<file path="src/rtl/video_pkg.sv">
// Shared types and helpers for the streaming dot generator.
package video_pkg;

  typedef enum logic [1:0] {
    IDLE       = 2'd0,
    WAIT_FIRST = 2'd1,
    SHIFT      = 2'd2
  } dotgen_state_e;

  // Counter width for a range 0..v-1, never narrower than one bit.
  function automatic int clog2_min1(input int v);
    return (v > 1) ? $clog2(v) : 1;
  endfunction

endpackage

</file>
<file path="src/rtl/video_dotgen_stream_buffer.sv">
// One-entry valid/ready holding register for fetched glyph words.
module dotgen_word_buffer #(
  parameter int W = 8
) (
  input  logic         i_clk,
  input  logic         i_rst,
  input  logic         i_flush,
  input  logic         i_pop,
  input  logic         i_valid,
  output logic         o_ready,
  input  logic [W-1:0] i_data,
  output logic         o_hold_valid,
  output logic [W-1:0] o_data
);

  logic         r_valid;
  logic [W-1:0] r_data;

  // No bypass: a word captured here is only visible to the consumer next clock.
  always_ff @(posedge i_clk) begin
    if (i_rst) begin
      r_valid <= 1'b0;
      r_data  <= '0;
    end else if (i_flush || i_pop) begin
      r_valid <= 1'b0;
    end else if (i_valid && !r_valid) begin
      r_valid <= 1'b1;
      r_data  <= i_data;
    end
  end

  assign o_ready      = !r_valid;
  assign o_hold_valid = r_valid;
  assign o_data       = r_data;

endmodule

</file>
<file path="src/rtl/video_dotgen_stream.sv">
// Serialises buffered glyph words MSB-first with per-char reverse/blink,
// horizontal dot replication, per-line word count and sticky underrun.
module video_dotgen_stream
  import video_pkg::*;
#(
  parameter int CHAR_WIDTH = 8,
  parameter int NUM_CHARS  = 2,
  parameter int H_SCALE    = 1,
  parameter int COUNT_W    = 8
) (
  input  logic                             pixel_clk_i,
  input  logic                             reset_i,
  input  logic                             start_i,
  input  logic [COUNT_W-1:0]               words_per_line_i,
  input  logic                             word_valid_i,
  output logic                             word_ready_o,
  input  logic [CHAR_WIDTH*NUM_CHARS-1:0]  pixels_i,
  input  logic [NUM_CHARS-1:0]             reverse_i,
  input  logic [NUM_CHARS-1:0]             blink_i,
  input  logic                             display_en_i,
  input  logic                             blink_phase_i,
  input  logic                             underrun_clr_i,
  output logic                             video_o,
  output logic                             line_done_o,
  output logic                             underrun_o,
  output logic                             busy_o
);

  localparam int WORD_W    = CHAR_WIDTH * NUM_CHARS;
  localparam int SLOT_CLKS = WORD_W * H_SCALE;
  localparam int CTR_W     = clog2_min1(SLOT_CLKS);
  localparam int REP_W     = clog2_min1(H_SCALE);

  localparam logic [CTR_W-1:0]   CTR_MAX = CTR_W'(SLOT_CLKS - 1);
  localparam logic [CTR_W-1:0]   CTR_ONE = CTR_W'(1);
  localparam logic [REP_W-1:0]   REP_MAX = REP_W'(H_SCALE - 1);
  localparam logic [REP_W-1:0]   REP_ONE = REP_W'(1);
  localparam logic [COUNT_W-1:0] CNT_ONE = COUNT_W'(1);

  typedef struct packed {
    logic [WORD_W-1:0]    pixels;
    logic [NUM_CHARS-1:0] reverse;
    logic [NUM_CHARS-1:0] blink;
    logic                 display_en;
    logic                 blink_phase;
  } glyph_word_t;

  localparam int GW_W = $bits(glyph_word_t);

  // Attributes are folded into the dots once, when the word enters the shifter.
  function automatic logic [WORD_W-1:0] apply_attr(input glyph_word_t w);
    logic [WORD_W-1:0]     d;
    logic [CHAR_WIDTH-1:0] g;
    d = '0;
    for (int c = 0; c < NUM_CHARS; c++) begin
      g = w.pixels[c*CHAR_WIDTH +: CHAR_WIDTH];
      if (w.blink[c] && w.blink_phase) g = '0;
      d[c*CHAR_WIDTH +: CHAR_WIDTH] = (g ^ {CHAR_WIDTH{w.reverse[c]}}) & {CHAR_WIDTH{w.display_en}};
    end
    return d;
  endfunction

  dotgen_state_e      r_state, w_next;
  logic [COUNT_W-1:0] r_remaining;
  logic [CTR_W-1:0]   r_ctr;
  logic [REP_W-1:0]   r_rep;
  logic [WORD_W-1:0]  r_shift;
  logic               r_underrun;
  logic               r_zero_done;

  glyph_word_t w_in_word, w_hold_word;
  logic        w_hold_valid, w_ready;
  logic        w_slot_end, w_abort, w_load_word, w_load_blank, w_line_last, w_start_zero;

  assign w_in_word = '{pixels: pixels_i, reverse: reverse_i, blink: blink_i,
                       display_en: display_en_i, blink_phase: blink_phase_i};

  dotgen_word_buffer #(.W(GW_W)) u_buf (
    .i_clk        (pixel_clk_i),
    .i_rst        (reset_i),
    .i_flush      (w_abort),
    .i_pop        (w_load_word),
    .i_valid      (word_valid_i),
    .o_ready      (w_ready),
    .i_data       (w_in_word),
    .o_hold_valid (w_hold_valid),
    .o_data       (w_hold_word)
  );

  assign w_slot_end   = (r_ctr == CTR_MAX);
  assign w_start_zero = start_i && (words_per_line_i == '0);

  always_ff @(posedge pixel_clk_i) begin
    if (reset_i) r_state <= IDLE;
    else         r_state <= w_next;
  end

  always_comb begin
    w_next = r_state;
    case (r_state)
      IDLE: begin
        if (start_i) w_next = w_start_zero ? IDLE : WAIT_FIRST;
      end
      WAIT_FIRST: begin
        if (start_i)           w_next = w_start_zero ? IDLE : WAIT_FIRST;
        else if (w_hold_valid) w_next = SHIFT;
      end
      SHIFT: begin
        if (start_i)                               w_next = w_start_zero ? IDLE : WAIT_FIRST;
        else if (w_slot_end && r_remaining == '0)  w_next = IDLE;
      end
      default: w_next = IDLE;
    endcase
  end

  always_comb begin
    w_abort      = start_i && (r_state != IDLE);
    w_load_word  = 1'b0;
    w_load_blank = 1'b0;
    w_line_last  = 1'b0;
    if (!start_i) begin
      if (r_state == WAIT_FIRST) begin
        w_load_word = w_hold_valid;
      end else if (r_state == SHIFT && w_slot_end && r_remaining != '0) begin
        w_load_word  = w_hold_valid;
        w_load_blank = !w_hold_valid;
      end
    end
    if (r_state == SHIFT && w_slot_end && r_remaining == '0) w_line_last = 1'b1;
  end

  // A blank slot reloads the shifter with zeros so dot timing stays identical.
  always_ff @(posedge pixel_clk_i) begin
    if (reset_i) begin
      r_remaining <= '0;
      r_ctr       <= '0;
      r_rep       <= '0;
      r_shift     <= '0;
      r_underrun  <= 1'b0;
      r_zero_done <= 1'b0;
    end else begin
      r_zero_done <= w_start_zero;
      if (start_i)
        r_remaining <= words_per_line_i;
      else if ((w_load_word || w_load_blank) && r_remaining != '0)
        r_remaining <= r_remaining - CNT_ONE;

      if (w_abort) begin
        r_shift <= '0;
        r_ctr   <= '0;
        r_rep   <= '0;
      end else if (w_load_word || w_load_blank) begin
        r_shift <= w_load_word ? apply_attr(w_hold_word) : '0;
        r_ctr   <= '0;
        r_rep   <= '0;
      end else if (r_state == SHIFT && !w_slot_end) begin
        r_ctr <= r_ctr + CTR_ONE;
        if (r_rep == REP_MAX) begin
          r_rep   <= '0;
          r_shift <= {r_shift[WORD_W-2:0], 1'b0};
        end else begin
          r_rep <= r_rep + REP_ONE;
        end
      end

      if (w_load_blank)        r_underrun <= 1'b1;
      else if (underrun_clr_i) r_underrun <= 1'b0;
    end
  end

  assign video_o      = (r_state == SHIFT) && r_shift[WORD_W-1];
  assign line_done_o  = w_line_last || r_zero_done;
  assign underrun_o   = r_underrun;
  assign busy_o       = (r_state != IDLE);
  assign word_ready_o = w_ready;

endmodule

</file>
<file path="config.mk">
export PLATFORM = sky130hd
export DESIGN_NAME = video_dotgen_stream
export DESIGN_NICKNAME = d
export VERILOG_FILES = /design/src/rtl/video_pkg.sv /design/src/rtl/video_dotgen_stream_buffer.sv /design/src/rtl/video_dotgen_stream.sv
export SDC_FILE = /design/constraint.sdc
export NUM_CORES = 1
export LEC_CHECK = 0
export ABC_AREA = 0
export BUFFER_PORTS_ARGS = -buffer_cell sky130_fd_sc_hd__buf_2
export CAP_MARGIN = 20
export CORE_MARGIN = 2
export CORE_UTILIZATION = 41
export DETAILED_ROUTE_END_ITERATION = 10
export GPL_TIMING_DRIVEN = 0
export PLACE_DENSITY = 0.67
export SLEW_MARGIN = 10
export SYNTH_ARGS = -nofsm -noshare
export SYNTH_HDL_FRONTEND = slang
export SYNTH_SLANG_ARGS = --single-unit
</file>
<file path="constraint.sdc">
create_clock -name pixel_clk_i -period 1.8 [get_ports pixel_clk_i]
set_input_delay 0 -clock pixel_clk_i [delete_from_list [all_inputs] [get_ports pixel_clk_i]]
set_output_delay 0 -clock pixel_clk_i [all_outputs]
set_load 0.01 [all_outputs]
</file>
; ---- After elaboration in Yosys (flattened, before gate mapping)
; Index checks and enable logic that the tools add are counted.
[totals]
elab_cells = 86
out_inout_bits = 5
reg_bits = 56
inputBits = 35
[op_classes]
n_reduce_logical = 31
add_sub_neg = 3
n_mux = 31
bitwise = 5
n_eq_ne = 7
[op_table]
columns = cell, count
row1 = 8-bit two-way mux, 10
row2 = 16-bit two-way mux, 4
row3 = 8-bit bitwise AND, 2
row4 = 8-bit zero test, 2
row5 = 8-bit XOR, 2
row6 = 1-bit logical AND, 12
row7 = 1-bit two-way mux, 11
row8 = 2-bit two-way mux, 5
row9 = 2-bit nonzero test, 4
row10 = 8-bit nonzero test, 1
row11 = 8-bit by 1-bit subtractor with 8-bit output (second input constant), 1
row12 = 2-bit one-hot mux with 3 select lines, 1
row13 = 4-bit by 1-bit adder with 4-bit output (second input constant), 1
row14 = 4-bit == test (second input constant), 1
row15 = 2-bit AND reduction, 2
row16 = 2-bit OR reduction, 2
row17 = 1-bit logical OR, 3
row18 = 3-bit by 2-bit inequality test with 1-bit output (second input constant), 1
row19 = 3-bit inequality test (second input constant), 1
row20 = 3-bit AND reduction, 1
row21 = 3-bit OR reduction, 1
row22 = 2-bit by 1-bit == test with 1-bit output (second input constant), 1
row23 = 2-bit == test (second input constant), 1
row24 = 1-bit zero test, 2
row25 = 5 further kinds, 5

; ---- Depth between registers and ports, before layout
[depth]
depth_word = 14
mapped_depth = 8
depth_no_buf = 7

; ---- Cells and area by module
; From an unflattened synthesis, not the netlist that was laid out.
[unflattened]
hier_cells = 335
area_unflattened_um2 = 3032.9
[by_module_without_submodules]
columns = module, seq_area_each_um2, n_inst, area_per_inst_um2, cells_per_inst
row1 = video_dotgen_stream, 640.6, 1, 2001.9, 236
row2 = dotgen_word_buffer, 460.4, 1, 1031.0, 99

; ---- Worst setup path after synthesis
; OpenSTA, ideal clock, no wires.
[synth_timing]
path_kind = register to register
startpoint = register r_remaining[0]
endpoint = register r_shift[10]
t_arrival_ns = 1.657
setup_time_ns = 0.137
t_required_ns = 1.663
period_less_slack_ns = 1.794
setup_slack_ns = 0.006
n_path_buf = 1
stages_incl_launch_ff = 9
cell_sequence = dfxtp_1 inv_1 ha_1 nor3b_1 a21o_1 o31ai_4 buf_6 o32a_1 nor3_2
[synth_via]
elab_chain_len = 8
word_cells_on_any_way = 14
classes_between = eq/ne: 1 / mux: 8 / reduce/logical: 5
[synth_rtl]
columns = item, line
row1 = start: declaration, video_dotgen_stream.sv:64  ; logic [COUNT_W-1:0] r_remaining;
row2 = start signal: assignment, video_dotgen_stream.sv:144  ; r_remaining <= words_per_line_i;
row3 = start signal: assignment, video_dotgen_stream.sv:146  ; r_remaining <= r_remaining - CNT_ONE;
row4 = 8-bit nonzero test *, video_dotgen_stream.sv:124  ; end else if (r_state == SHIFT && w_slot_end && r_remaining != '0) begin
row5 = 1-bit logical AND *, video_dotgen_stream.sv:124
row6 = 1-bit two-way mux, video_dotgen_stream.sv:124
row7 = 1-bit two-way mux, video_dotgen_stream.sv:122  ; if (r_state == WAIT_FIRST) begin
row8 = 1-bit two-way mux, video_dotgen_stream.sv:121  ; if (!start_i) begin
row9 = 1-bit logical OR, video_dotgen_stream.sv:152  ; end else if (w_load_word || w_load_blank) begin
row10 = 2-bit by 1-bit inequality test with 1-bit output (no line) / 2-bit nonzero test (equally long branches), -
row11 = 2-bit AND reduction (no line), -
row12 = end signal: assignment, video_dotgen_stream.sv:153  ; r_shift <= w_load_word ? apply_attr(w_hold_word) : '0;
row13 = end signal: assignment, video_dotgen_stream.sv:160  ; r_shift <= {r_shift[WORD_W-2:0], 1'b0};
row14 = end: declaration, video_dotgen_stream.sv:67  ; logic [WORD_W-1:0] r_shift;
; Mark *: on every way between the ends. The rest lies on a longest branch, timed or not.
; A chain may end at the register's enable or synchronous reset.

; ---- Worst setup path in the final report
[layout_timing]
startpoint = register r_remaining[0]
endpoint = register r_shift[15]
; Same word-level chain as after synthesis.

==> flow_summary.json <==
{
  "fin_skew_ps": 12.8,
  "ys_seq_area_share_pct": 40.3,
  "crit_path_cell_trace": "inv_2 > ha_4 > nor3b_4 > a21o_1 > o31ai_4 > buf_6 > o32a_1 > nor3_2",
  "seq_area_mm2": 0.00110,
  "die_y_um": 85.6,
  "ys_ff_latch": 55,
  "clk_latency_ps": 320,
  "synthFlopType": "dfxtp_1",
  "grt_pass1_vias": 2610,
  "drive_gt1_share_pct": 23.2,
  "dpl-instance-area_mm2": 0.00302,
  "crit_required_ps": 1980,
  "avgViaCountPerCell": 5.15,
  "violations": "hold timing, setup timing",
  "slowest_stage": "o31ai_4",
  "die_w_um": 85.6,
  "via_count": 2616,
  "rr_startpoint": "r_remaining[0]",
  "gp_congestion": 0.806,
  "fin_util_pct": 57.6,
  "crit_fanout": 8,
  "setup_viol": 8,
  "min_period_ps": 1840,
  "n_antenna_cell": 0,
  "synth_xor_area_share_pct": 8.02,
  "htree_levels": 2,
  "antenna_found_initial": 0,
  "cts.clk_slew.worst_paths_ps": 110,
  "synth_top_cell_area_share_pct": 40.3,
  "start_util_pct": 42.8,
  "yosys.area_share.simple_pct": 28.3,
  "synth_top_family_by_area": "simple AND/OR/NAND/NOR gates",
  "fin_ws_ps": -36.3,
  "ys_warn_count": 0,
  "slew_headroom_pct": 58.2,
  "fin_area_mm2": 0.00368,
  "hpwl_um": 4550,
  "synth_edf_count": 0,
  "design.final.nets": 468,
  "syn_avg_cell_area_um2": 8.08,
  "synth_area_leader_cell": "dfxtp_1",
  "grt_usage_pct": 19.6,
  "drtPass1Iterations": 5,
  "synth_fa_ha_area_share_pct": 1.37,
  "power_density_mw_per_mm2": 728,
  "drt-total-wl_um": 6850,
  "die_area_mm2": 0.00733,
  "rsz0062_at_grt": "true",
  "post_drt_wl_per_cell_um": 13.5,
  "cap_violations": 0,
  "numClockSinks": 55,
  "cpPeakStageDelay_ps": 370,
  "core_area_mm2": 0.00639,
  "cp-start-kind": "register",
  "fillers": 590,
  "synthMuxAreaShare_pct": 0.366,
  "crit_type": "register to register",
  "synth.area.top_cells": "dfxtp_1 (40%), nand2_1 (9.5%), xor2_1 (7.4%)",
  "worstPathArrival_ps": 2020,
  "clock.fmax_ghz": 0.545,
  "p_leak_nw": 1.47,
  "hold_viol": 1,
  "end_kind": "register",
  "hold_path_class": "input port to register",
  "finalCritPeriodShare_pct": 102,
  "grt_pass1_wl_um": 11800,
  "timing.hold.ws_ps": -3.52,
  "syn-num-nets": 376,
  "synthesis.area_mm2": 0.00273,
  "synth.distinct_cells": 43,
  "cts-root-buf": "clkbuf_8",
  "first_iter_violations": 134,
  "area_growth_pct": 34.7,
  "cts_buffer_depth": 2,
  "cp-startpoint": "r_remaining[0]",
  "drc": 0,
  "multi_input_area_mm2": 0.00161,
  "tns_ps": -190,
  "hold_start": "word_valid_i",
  "grt.overflow.total": 0,
  "finalMaxSlewViolations": 0,
  "grt_max_degree": 19,
  "mostFrequentLayoutCells": "nand2_1 (68), dfxtp_1 (52), nor2_1 (48), buf_2 (40), dlygate4sd3_1 (30)",
  "ios": 40,
  "cts_made_buffers": 5,
  "ant_nets": 0,
  "async_flop_share_pct": 0,
  "port_buffers": 38,
  "cts_tree": "built",
  "netlist_instances": 338,
  "tightest_slew_ps": 626,
  "ir_drop_uv": 460,
  "rows": 29,
  "synth_compound_area_share_pct": 17.4,
  "status": "complete, but fails checks",
  "final_common_cell": "nand2_1"
}
## through the flow
stage	instances	total power [W]	hold slack [ps]	setup WS, ps
floorplan	338	0.00161	136	5.72
global placement	453	0.00172	241	-317
detailed placement	453	0.00173	246	-372
CTS	505	0.00267	4.52	-31.8
global route	508	0.00280	5.69	-137
finish	508	0.00268	-3.52	-36.3
## critical path, delay by kind of cell (launching register included)
family	cells	cell delay, ps
AOI/OAI and AO/OA	3	770
DFF	1	350
adders and majority gates	1	150
and+or+nand+nor	2	190
buffers and inverters	2	240
## cell families (layout without fill, tap and decap cells)
kind of cell	Yosys count	after routing
AND/OR/NAND/NOR	167	167
AO/OA/AOI/OAI	61	61
flip-flops	55	55
buffers and inverters	26	119
XOR/XNOR	25	25
adder cells (fa/ha/maj)	3	3
multiplexers	1	1
## report_power, final
part           switching [W]  total, W  leakage, nW  internal (W)
registers          0.0000455   0.00133        0.451       0.00128
logic               0.000263  0.000495        0.957      0.000233
clock network       0.000436  0.000858       0.0587      0.000422
## sequential cells by signal, indices dropped and copies added, names as in the netlist
| name | count |
|---|---|
| r_shift | 16 |
| r_remaining | 8 |
| u_buf.o_data | 22 |
| u_buf.o_hold_valid | 1 |
| r_zero_done | 1 |
| underrun_o | 1 |
| r_state | 2 |
| r_ctr | 4 |
## metal layers
| layer | routed length [um] | track usage [%] | vias up |
|---|---|---|---|
| met5 | 0 | 0 | - |
| li1 | - | - | 1359 |
| met2 | 3340 | 35.1 | 65 |
| met1 | 3180 | 24.2 | 1185 |
| met4 | 86 | 6.78 | 0 |
| met3 | 233 | 2.41 | 7 |
## timing repair
action,CTS,global route
hold endpoints to repair,30,0
setup buffers,14,3
resized for setup,12,20
hold buffers,30,0
pin swaps,7,13
endpoints found under the setup margin,30,46
## synthesized netlist by cell type, drive strengths merged (2+ instances only)
library cell / count
a211oi: 9
a21oi: 26
a22o: 2
and3: 2
buf: 8
clkbuf: 12
dfxtp: 55
ha: 3
inv: 6
nand2: 70
nand2b: 2
nand3: 5
nand4: 5
nor2: 49
nor2b: 2
nor3: 22
nor4: 4
o211ai: 2
o32a: 16
xnor2: 2
xor2: 23
## cell type report
cell class                      instances  area share [%]
Tap cell                               77            2.62
Clock buffer                            5            1.87
Buffer                                 20            2.82
Multi-Input combinational cell        257            43.9
Clock inverter                          3            1.29
Inverter                                6           0.612
Sequential cell                        55            30.0
Timing Repair Buffer                   85            16.9
## worst paths after layout
kind	endpoint	slack [ps]	depth (start not counted)
max	r_shift[15]	-40	8
min	u_buf.o_hold_valid	-4	3
max reg2reg	r_shift[15]	-40	8
min reg2reg	u_buf.o_data[3]	460	2
No activity file was read; power rests on OpenSTA's default activity.
